<file path="config.mk">
export PLATFORM = sky130hd
export DESIGN_NAME = loop_fetch_stage
export DESIGN_NICKNAME = d
export VERILOG_FILES = /design/src/rtl/loop_fetch_stage.sv
export SDC_FILE = /design/constraint.sdc
export NUM_CORES = 1
export LEC_CHECK = 0
export ABC_AREA = 1
export CAP_MARGIN = 0
export CORE_AREA = 2 2 122 124
export DETAILED_ROUTE_END_ITERATION = 8
export DIE_AREA = 0 0 124 126
export PLACE_DENSITY = 0.84
export SLEW_MARGIN = 10
export SYNTH_ARGS = -nofsm -noshare
export SYNTH_HDL_FRONTEND = slang
export SYNTH_SLANG_ARGS = --single-unit
export TNS_END_PERCENT = 20
</file>
<file path="constraint.sdc">
create_clock -name clk -period 4 [get_ports clk]
set_input_delay 0.8 -clock clk [delete_from_list [all_inputs] [get_ports clk]]
set_output_delay 0.8 -clock clk [all_outputs]
set_load 0.05 [all_outputs]
</file>
<file path="src/rtl/loop_fetch_stage.sv">
// Instruction fetch stage fed by the loop-buffer controller: owns the PC, drives imem, fills IF/ID.
// Latency: imem_addr is the combinational next PC; IF/ID is registered one cycle after curr_PC.
// Backpressure: stall holds PC, IF/ID and the replay counter; flush and branch redirects override stall.
module loop_fetch_stage #(
  parameter logic [31:0] RESET_PC = 32'h0000_0000,
  parameter int          COUNT_W  = 16
) (
  input  logic               clk,
  input  logic               reset,
  input  logic               stall,
  input  logic               branch_taken,
  input  logic [31:0]        branch_target,
  input  logic               block_signal,
  input  logic               flush,
  input  logic [31:0]        new_pc,
  input  logic [31:0]        lb_instruction,
  input  logic [31:0]        imem_instruction,
  output logic [31:0]        imem_addr,
  output logic [31:0]        curr_PC,
  output logic [31:0]        if_id_instruction,
  output logic [31:0]        if_id_pc,
  output logic               if_id_valid,
  output logic [COUNT_W-1:0] replay_count
);

  localparam logic [31:0] NOP = 32'h0000_0013;

  typedef enum logic [1:0] {
    FETCH   = 2'd0,
    LOOP    = 2'd1,
    RECOVER = 2'd2
  } state_t;

  state_t             state;
  state_t             state_nxt;
  logic [31:0]        npc;
  logic [31:0]        instr_nxt;
  logic [31:0]        pc_nxt;
  logic               valid_nxt;
  logic [COUNT_W-1:0] count_nxt;
  logic               count_sat;

  // Counter is pinned once every bit is set.
  assign count_sat = &replay_count;

  // Next PC: redirects win over stall; the PC is frozen while replaying from the loop buffer.
  always_comb begin
    npc = curr_PC + 32'd4;
    if (flush) begin
      npc = new_pc;
    end else if (branch_taken) begin
      npc = branch_target;
    end else if (stall || (state == LOOP)) begin
      npc = curr_PC;
    end
  end

  // While reset is held the memory must see the reset vector, not a stale next PC.
  assign imem_addr = reset ? npc : RESET_PC;

  // Next-state and IF/ID/counter updates; every path starts by holding the current contents.
  always_comb begin
    state_nxt = state;
    instr_nxt = if_id_instruction;
    pc_nxt    = if_id_pc;
    valid_nxt = if_id_valid;
    count_nxt = replay_count;

    unique case (state)
      FETCH: begin
        if (flush) begin
          // The loop controller only flushes out of replay; treat a stray one as a full redirect.
          valid_nxt = 1'b0;
          state_nxt = RECOVER;
        end else if (branch_taken) begin
          // Target word arrives next cycle, so a single bubble is enough.
          valid_nxt = 1'b0;
        end else if (!stall) begin
          instr_nxt = imem_instruction;
          pc_nxt    = curr_PC;
          valid_nxt = 1'b1;
          if (block_signal) begin
            state_nxt = LOOP;
          end
        end
      end

      LOOP: begin
        if (flush) begin
          valid_nxt = 1'b0;
          state_nxt = RECOVER;
        end else if (branch_taken) begin
          valid_nxt = 1'b0;
          state_nxt = FETCH;
        end else if (!stall) begin
          if (block_signal) begin
            instr_nxt = lb_instruction;
            pc_nxt    = curr_PC;
            valid_nxt = 1'b1;
            count_nxt = count_sat ? replay_count : replay_count + COUNT_W'(1);
          end else begin
            // Controller wait cycle: nothing to deliver this cycle.
            valid_nxt = 1'b0;
          end
        end
      end

      RECOVER: begin
        // Second bubble while memory reads the restored PC; a fresh redirect restarts recovery.
        valid_nxt = 1'b0;
        if (!(flush || branch_taken)) begin
          state_nxt = FETCH;
        end
      end

      default: begin
        valid_nxt = 1'b0;
        state_nxt = FETCH;
      end
    endcase
  end

  // State register.
  always_ff @(posedge clk or negedge reset) begin
    if (!reset) begin
      state <= FETCH;
    end else begin
      state <= state_nxt;
    end
  end

  // PC register tracks the next PC every cycle, so imem data always corresponds to curr_PC.
  always_ff @(posedge clk or negedge reset) begin
    if (!reset) begin
      curr_PC <= RESET_PC;
    end else begin
      curr_PC <= npc;
    end
  end

  // IF/ID pipeline register and the replay performance counter.
  always_ff @(posedge clk or negedge reset) begin
    if (!reset) begin
      if_id_instruction <= NOP;
      if_id_pc          <= 32'h0000_0000;
      if_id_valid       <= 1'b0;
      replay_count      <= '0;
    end else begin
      if_id_instruction <= instr_nxt;
      if_id_pc          <= pc_nxt;
      if_id_valid       <= valid_nxt;
      replay_count      <= count_nxt;
    end
  end

endmodule

</file>
==> results of run 1 <==
## cell usage after synthesis
cell type / count
sky130_fd_sc_hd__buf_1: 3
sky130_fd_sc_hd__inv_2: 3
sky130_fd_sc_hd__o22ai_1: 16
sky130_fd_sc_hd__nor3_1: 15
sky130_fd_sc_hd__a31oi_1: 32
sky130_fd_sc_hd__a21oi_1: 19
sky130_fd_sc_hd__clkbuf_1: 20
sky130_fd_sc_hd__buf_2: 8
sky130_fd_sc_hd__dfstp_2: 3
sky130_fd_sc_hd__clkinv_1: 1
sky130_fd_sc_hd__dfrtp_1: 112
sky130_fd_sc_hd__nand2_2: 3
sky130_fd_sc_hd__nor2_2: 3
sky130_fd_sc_hd__buf_6: 2
sky130_fd_sc_hd__nand2_1: 257
sky130_fd_sc_hd__a2111oi_0: 1
sky130_fd_sc_hd__inv_1: 111
sky130_fd_sc_hd__o211ai_1: 2
sky130_fd_sc_hd__xor2_1: 18
sky130_fd_sc_hd__nor4_2: 1
sky130_fd_sc_hd__nor2_1: 83
sky130_fd_sc_hd__nand3_1: 57
sky130_fd_sc_hd__nand2_4: 1
sky130_fd_sc_hd__o21ai_0: 40
sky130_fd_sc_hd__a21oi_2: 1
sky130_fd_sc_hd__and2_1: 1
sky130_fd_sc_hd__nand4_1: 15
sky130_fd_sc_hd__nand3b_1: 2
sky130_fd_sc_hd__nor2_4: 7
sky130_fd_sc_hd__ha_1: 2
sky130_fd_sc_hd__xnor2_1: 3
sky130_fd_sc_hd__nor3_2: 2
sky130_fd_sc_hd__buf_4: 3
sky130_fd_sc_hd__nand3_4: 1
sky130_fd_sc_hd__o21ai_1: 1
sky130_fd_sc_hd__nand2_8: 1
sky130_fd_sc_hd__nand3_2: 2
## cell type report
class,count,share of cell area
Tap cell,184,0.0231
Inverter,115,0.0434
Multi-Input combinational cell,586,0.283
Sequential cell,115,0.290
Clock buffer,17,0.0427
Clock inverter,15,0.0184
Timing Repair Buffer,289,0.300
## metal layers
metal  routed length (um)  vias up  GRT usage
met3                 1920       50     0.0788
met4                  680        0      0.112
met5                    0        -          0
li1                     -     3264          -
met2                10200      313      0.459
met1                 8680     3083      0.350
## registers in the layout (all words and copies together) (netlist names)
signal / cells
replay_count: 16
if_id_valid: 1
if_id_instruction: 32
if_id_pc: 32
state: 2
curr_PC: 32
## where the power goes
part | switching [mW] | internal (mW) | leakage, nW | total (mW)
clock | 0.573 | 0.982 | 0.286 | 1.56
sequential | 0.220 | 1.50 | 1.36 | 1.72
combinational | 1.79 | 0.909 | 2.97 | 2.70
total | 2.58 | 3.39 | 4.62 | 5.97
## worst min-delay path: cells and delay by family (launching register included)
family        cells  cell delay [ns]
flops             1             0.34
simple gates      2             0.10
## per-stage QoR
step | cell area, sq um | util | setup slack [ns] | power, mW
after global placement | 9350 | 0.653 | 0.585 | 4.40
final | 9950 | 0.695 | 0.521 | 5.97
after detailed placement | 9350 | 0.653 | 0.554 | 4.44
after CTS | 9950 | 0.695 | 0.541 | 6.01
after global routing | 9950 | 0.695 | 0.297 | 6.24
after floorplan | 6300 | - | 0.540 | 3.36
## worst min-delay path by stage
stage,startpoint,end,slack (ns),depth (start not counted)
global route,if_id_pc[11],if_id_pc[11],0.50,2
floorplan,reset,curr_PC[0],0.50,0
CTS,if_id_pc[4],if_id_pc[4],0.48,2
finish,if_id_pc[4],if_id_pc[4],0.48,2
detailed placement,if_id_pc[4],if_id_pc[4],0.47,2
global placement,if_id_pc[11],if_id_pc[11],0.46,2
## logic make-up after synthesis
kind of cell | after synthesis | share of synthesized area
fa+ha+maj | 2 | 0.00397
xor+xnor | 21 | 0.0292
compound gates | 112 | 0.101
simple gates | 451 | 0.313
flops | 115 | 0.458
buf+inv | 151 | 0.0958
## cells in the final DEF (no fill, tap or decap), drive strengths merged, types with 20 or more instances in the layout
| cell type | count |
|---|---|
| a21oi | 20 |
| a31oi | 32 |
| buf | 44 |
| clkdlybuf4s50 | 245 |
| dfrtp | 112 |
| inv | 116 |
| nand2 | 262 |
| nand3 | 60 |
| nor2 | 93 |
| o21ai | 41 |
==> qor.log, run 1 <==
INFO  clock_tree     clkSinkCount=115
INFO  setup_path     timing.critical_path.to_type=primary output
INFO  synthesis      ys_seq_elements=115
INFO  clock_tree     post_cts_resize_count=0
INFO  setup_path     critical_path_required=3.20ns
INFO  global_routing grt_pass1_wl=33.3mm
INFO  global_routing first_global_vias=6,441
INFO  timing         timing.setup.tns=0ns
INFO  synthesis      yosysTopAreaCellShare=0.445
INFO  floorplan      ioPinCount=279
INFO  global_routing grt_overflow_total=0
INFO  global_routing grt_start_max_net_pins=66
INFO  final_layout   antenna-diode-count=0
INFO  timing         highest_attainable_clock_frequency=0.287GHz
INFO  setup_path     crit_chain=clkdlybuf4s50_1, inv_1, nand2_4, nor2_4, nand3_1, nor2_1, nand2_1, nand3_1, nand2_1, nor2_1, buf_12
INFO  synthesis      syn_inst_count=852
INFO  synthesis      synth_cell_type_count=37
INFO  routing        routed_wl=21.5mm
INFO  global_routing total_global_route_track_usage=0.281
INFO  synthesis      synth_top_area_cell=sky130_fd_sc_hd__dfrtp_1
INFO  setup_path     r2r_cells=5
INFO  final_layout   multiInputGateArea=2820squm
INFO  setup_path     cpPeakStageDelay=0.42ns
INFO  timing         worst-slew-pin-transition=1.08ns
INFO  routing        detailedRoute.firstPassIterationCount=5
INFO  setup_path     regToRegSetupSlack=1.97ns
INFO  setup_path     worst_ep_arrival_time=2.68ns
INFO  timing         setup_repair_after_global_routing_missed_its_margin=false
INFO  synthesis      synthesis.nets=988
INFO  clock_tree     cts_made_buffers=17
INFO  final_layout   area_growth_syn_to_layout=58.1%
INFO  routing        initialDrtViolationCount=518
INFO  timing         max-slew-margin-rel=0.278
INFO  power_and_ir_drop vdd.ir_drop.worst=0.000318V
INFO  synthesis      synth_area_leaders=sky130_fd_sc_hd__dfrtp_1 45%, sky130_fd_sc_hd__nand2_1 15%, sky130_fd_sc_hd__inv_1 6.6%
INFO  routing        num_vias=6,710
INFO  clock_tree     path_clk_slew=0.06ns
INFO  clock_tree     cts_hold_buf=0
INFO  setup_path     crit_path_top_delay_cell=sky130_fd_sc_hd__clkdlybuf4s50_1
INFO  routing        drc=0
INFO  setup_path     cp_max_fo=12
INFO  floorplan      die_x=124um
INFO  placed_design  post-dp-hpwl=16.5mm
INFO  setup_path     r2r_start=state[1]
INFO  placed_design  placement.io_buffers=278
INFO  clock_tree     cts.root.buffer_cell=sky130_fd_sc_hd__clkbuf_16
INFO  routing        post_drt_wl_per_cell=16.3um
INFO  floorplan      floorplan.rows=44
INFO  timing         timing.final.max_slew_violations=0
INFO  setup_path     cp.depth=11
INFO  setup_path     timing_worst_setup_path_type=in2out
INFO  timing         finalCritPeriodShare=0.870
INFO  clock_tree     total_number_of_h_tree_levels=4
INFO  setup_path     worstPathBufferInverterCount=3
INFO  placed_design  gpl.final_weighted_congestion=0.968
INFO  floorplan      die_y=126um
INFO  clock_tree     ctsLongestPathBuffers=2
INFO  synthesis      mappedNetlistArea=6300squm
INFO  timing         hold_viol=0
INFO  timing         timing.final.crit_period=3.48ns
INFO  floorplan      start_util=0.440
INFO  worst_hold_path holdCritPathClass=reg2reg
INFO  routing        route.detailed.vias_per_inst=5.08
INFO  timing         setup_violations=0
INFO  setup_path     worstSetupEndpoint=imem_addr[23]
INFO  setup_path     critical_path.top_delay_family=simple AND/OR/NAND/NOR gates
INFO  clock_tree     insertion_delay=0.42ns
INFO  outcome        run_status=finished clean
INFO  setup_path     setup.worst_path.start_class=primary input
INFO  synthesis      fraction_of_the_yosys_area_taken_by_sequential_cells=0.458
INFO  setup_path     ff_to_ff_end=if_id_instruction[15]
INFO  final_layout   fill_cells=1,136
INFO  power_and_ir_drop leakage_power=4.62nW
INFO  final_layout   sequential_cell_area=2880squm
INFO  clock_tree     cts_tree=yes
INFO  final_layout   drive_above_1_share=0.0932
INFO  setup_path     startpoint=stall
INFO  flow_run       cap_violations=0
INFO  routing        drtAntennaViolNets=0
INFO  placed_design  placed_cells_incl_taps=1,289
INFO  timing         hold-worst-slack=0.475ns
INFO  floorplan      core_region_area=14,300squm
INFO  power_and_ir_drop power_density=600nW/um^2
INFO  clock_tree     postCtsSetupRepairBufs=0
INFO  synthesis      warnings_synthesis=0
INFO  synthesis      average_cell_area_after_synthesis=7.39squm
INFO  final_layout   final-instance-count-excl-fill=1,321
INFO  global_routing grt_antenna_before_repair=0
INFO  final_layout   nets_final=1,260
INFO  timing         timing.clock.skew=0.00942ns
INFO  floorplan      dieArea=15,600squm
Note: power is estimated with default switching activity, not from simulation.
==> run 2, diff against run 1 <==
SKIP_CTS_REPAIR_TIMING = 1   (was not set)
==> results of run 2 <==
No change in the layout: final DEF, timing and power equal those of run 1.
==> RTL edit, RTL diff (settings of run 2) <==
Make the reset (`reset`) synchronous in 3 clocked blocks.
--- a/src/rtl/loop_fetch_stage.sv
+++ b/src/rtl/loop_fetch_stage.sv
@@ -121,7 +121,7 @@
   end
 
   // State register.
-  always_ff @(posedge clk or negedge reset) begin
+  always_ff @(posedge clk) begin
     if (!reset) begin
       state <= FETCH;
     end else begin
@@ -130,7 +130,7 @@
   end
 
   // PC register tracks the next PC every cycle, so imem data always corresponds to curr_PC.
-  always_ff @(posedge clk or negedge reset) begin
+  always_ff @(posedge clk) begin
     if (!reset) begin
       curr_PC <= RESET_PC;
     end else begin
@@ -139,7 +139,7 @@
   end
 
   // IF/ID pipeline register and the replay performance counter.
-  always_ff @(posedge clk or negedge reset) begin
+  always_ff @(posedge clk) begin
     if (!reset) begin
       if_id_instruction <= NOP;
       if_id_pc          <= 32'h0000_0000;
Check against the original RTL: not equivalent (Yosys sat finds a counterexample within 4 cycles, from zero or initial values and one cycle with reset low; the reset may be asserted at any time).
==> RTL edit against run 2 <==
Area after synthesis fell by 9.9%; largest cell class unchanged; die area unchanged; wire length grew 0.53%; worst setup slack got worse by 0.17 ns; sequential cell count stayed put; final area decreased by 5.0%; utilization decreased by 3.5 points.
Power is not compared: it rests on default switching activity, and its combinational part moved more than twofold at a synthesized area within 25%.
==> RTL edit: results (changes against run 2) <==
* Status: finished, final reports clean
* CTS root buffer: clkbuf_16
* Via count at 6,683 (-0.40%)
* H-tree Lvls at 4 (unchanged)
* Leak at 3.773 nW
* Async SR Flop Fraction at 0 (-1.000)
* Clock Pin Slew Worst Setup and Hold Paths at 0.05 ns
* PortBufs at 278 (unchanged)
* Gpl congestion at 0.9324 (-3.7%)
* 1st-pass router iterations at 6 (+1)
* Syn_nets at 936 (-5.3%)
* Post-synth cell types at 41 (+11%)
* Clock Latency Late Sink at 0.41 ns
* Synth top cells by count: nand2_1 (147), dfxtp_1 (115), inv_1 (80), nor2_1 (80), o21ai_0 (78)
* Crit-path max cell delay at 0.50 ns (+0.08 ns)
* CP max-delay cell: clkdlybuf4s50_1
* Clock Path Buffers at 2 (unchanged)
* Gr usage total at 0.2774 (-0.003741)
* Yosys warns at 0 (unchanged)
* Max VDD drop at 234.6 uV
* Hold_sp: if_id_pc[7]$_SDFFE_PN0P_
* Layout cells sized above 1 at 0.1042 (+0.01096)
* Routed WL per cell at 17.17 microns (+5.5%)
* CTS buffer count at 17 (unchanged)
* Worst reg2reg path depth at 7 (+2)
* Switching power share of the total at 0.3080
* Worst r2r dst: curr_PC[11]$_DFF_P_
* Hold path endpoint: if_id_pc[7]$_SDFFE_PN0P_
* Largest net degree at the start of global routing at 41 (-38%)
* Tightest Hold Check Type: reg -> reg
* Drt initial violations at 575 (+11%)
* Register-to-register setup slack at 1.82 ns (-0.15 ns)
* Final net count at 1,198 (-4.9%)
* Synth top area share at 0.4060 (-0.03915)
* Slew @ Worst Pin at 0.7037 ns (-0.3777 ns)
* DPL Wire Length at 15.72 mm (-4.9%)
* Critical R2R Launch: state[1]$_SDFFE_PN0P_
* Fillers at 1,225 (+7.8%)
* Register area share after synthesis at 0.4060 (-0.05167)
* Worst EP arrival at 2.85 ns (+0.17 ns)
* Vias in the first global route at 6,393 (-0.75%)
* Initial antenna violation count at 0 (unchanged)
* Hold depth at 2 (unchanged)
* Area after DPL at 8880 sq um (-5.0%)
* N_diodes at 0 (unchanged)
* Crit Path Max Fanout at 6 (-6)
* First-pass GRT wire length at 33.53 mm (+0.60%)
* Place WS at 0.3819 ns (-0.1725 ns)
* Top flop regs: curr_PC (32), if_id_instruction (32), if_id_pc (32)
* Synth area leaders: dfxtp_1 (41%), nand2_1 (9.7%), o21ai_0 (6.9%)
* Clock Skews at 0.008652 ns (-0.0007694 ns)
==> RTL edit: cell types whose count changed after synthesis, sizes merged, moves of 16 or more <==
cell / before / now
dfrtp: 112 / 0
o22ai: 16 / 0
o21ai: 41 / 81
dfxtp: 0 / 115
nand2: 262 / 152
a21oi: 20 / 46
inv: 114 / 83
o221a: 0 / 19
==> RTL edit: critical path, delay by kind of cell <==
kind	cells	cell delay, ns
AND/OR/NAND/NOR	4	0.92
buffers and inverters	3	0.82
AO/OA/AOI/OAI	1	0.29
==> RTL edit: cell type report <==
| cell class | instances | area, sq um | share of cell area |
|---|---|---|---|
| Multi-Input combinational cell | 554 | 2844 | 0.3008 |
| Tap cell | 184 | 230.2 | 0.02435 |
| Clock inverter | 9 | 77.57 | 0.008204 |
| Sequential cell | 115 | 2302 | 0.2435 |
| Inverter | 84 | 315.3 | 0.03335 |
| Timing Repair Buffer | 290 | 3188 | 0.3372 |
| Clock buffer | 23 | 498.0 | 0.05267 |
==> RTL edit: power by group through the flow <==
stage	sequential (W)	combinational [W]	clock (W)
final	0.00127	0.000897	0.00146
after global routing	0.00127	0.000943	0.00153
after CTS	0.00126	0.000898	0.00148
after detailed placement	0.00129	0.000893	0
after global placement	0.00129	0.000885	0
after floorplan	0.00147	0.000278	0
==> RTL edit: routing by layer <==
layer  global-route usage  part of all wire  vias up
met4               0.1269             0.035        0
met2               0.4473              0.48      331
met5                    0                 0        -
met1               0.3442              0.40     3060
met3              0.07292             0.086       56
li1                     -                 -     3236
==> RTL edit: worst max path at each step <==
stage                     startpoint            end  slack (ns)  depth (start not counted)
after CTS                      stall  imem_addr[11]        0.38                          8
after global routing           stall  imem_addr[11]        0.18                          8
after global placement         stall   imem_addr[9]        0.40                          8
after floorplan                flush  imem_addr[13]        0.83                          6
final                          stall  imem_addr[11]        0.35                          8
after detailed placement       stall  imem_addr[11]        0.38                          8
==> RTL edit: through the flow <==
stage	power, W	util	cells	hold WS (ns)
6_report	0.003624	0.6606	1259	0.4824
3_5_place_dp	0.002180	0.6204	1227	0.4641
4_1_cts	0.003644	0.6606	1259	0.4777
5_1_grt	0.003749	0.6606	1259	0.5025
2_1_floorplan	0.001748	-	800	0.5535
3_3_place_gp	0.002170	0.6204	1227	0.4558
==> RTL edit: cells by family (layout without fill, tap and decap cells) <==
family,Yosys count,after routing,share of synthesized area
simple gates,344,344,0.2646
compound gates,196,196,0.2140
buf+inv,131,406,0.09245
flops,115,115,0.4060
xor+xnor,12,12,0.01853
fa+ha+maj,2,2,0.004412
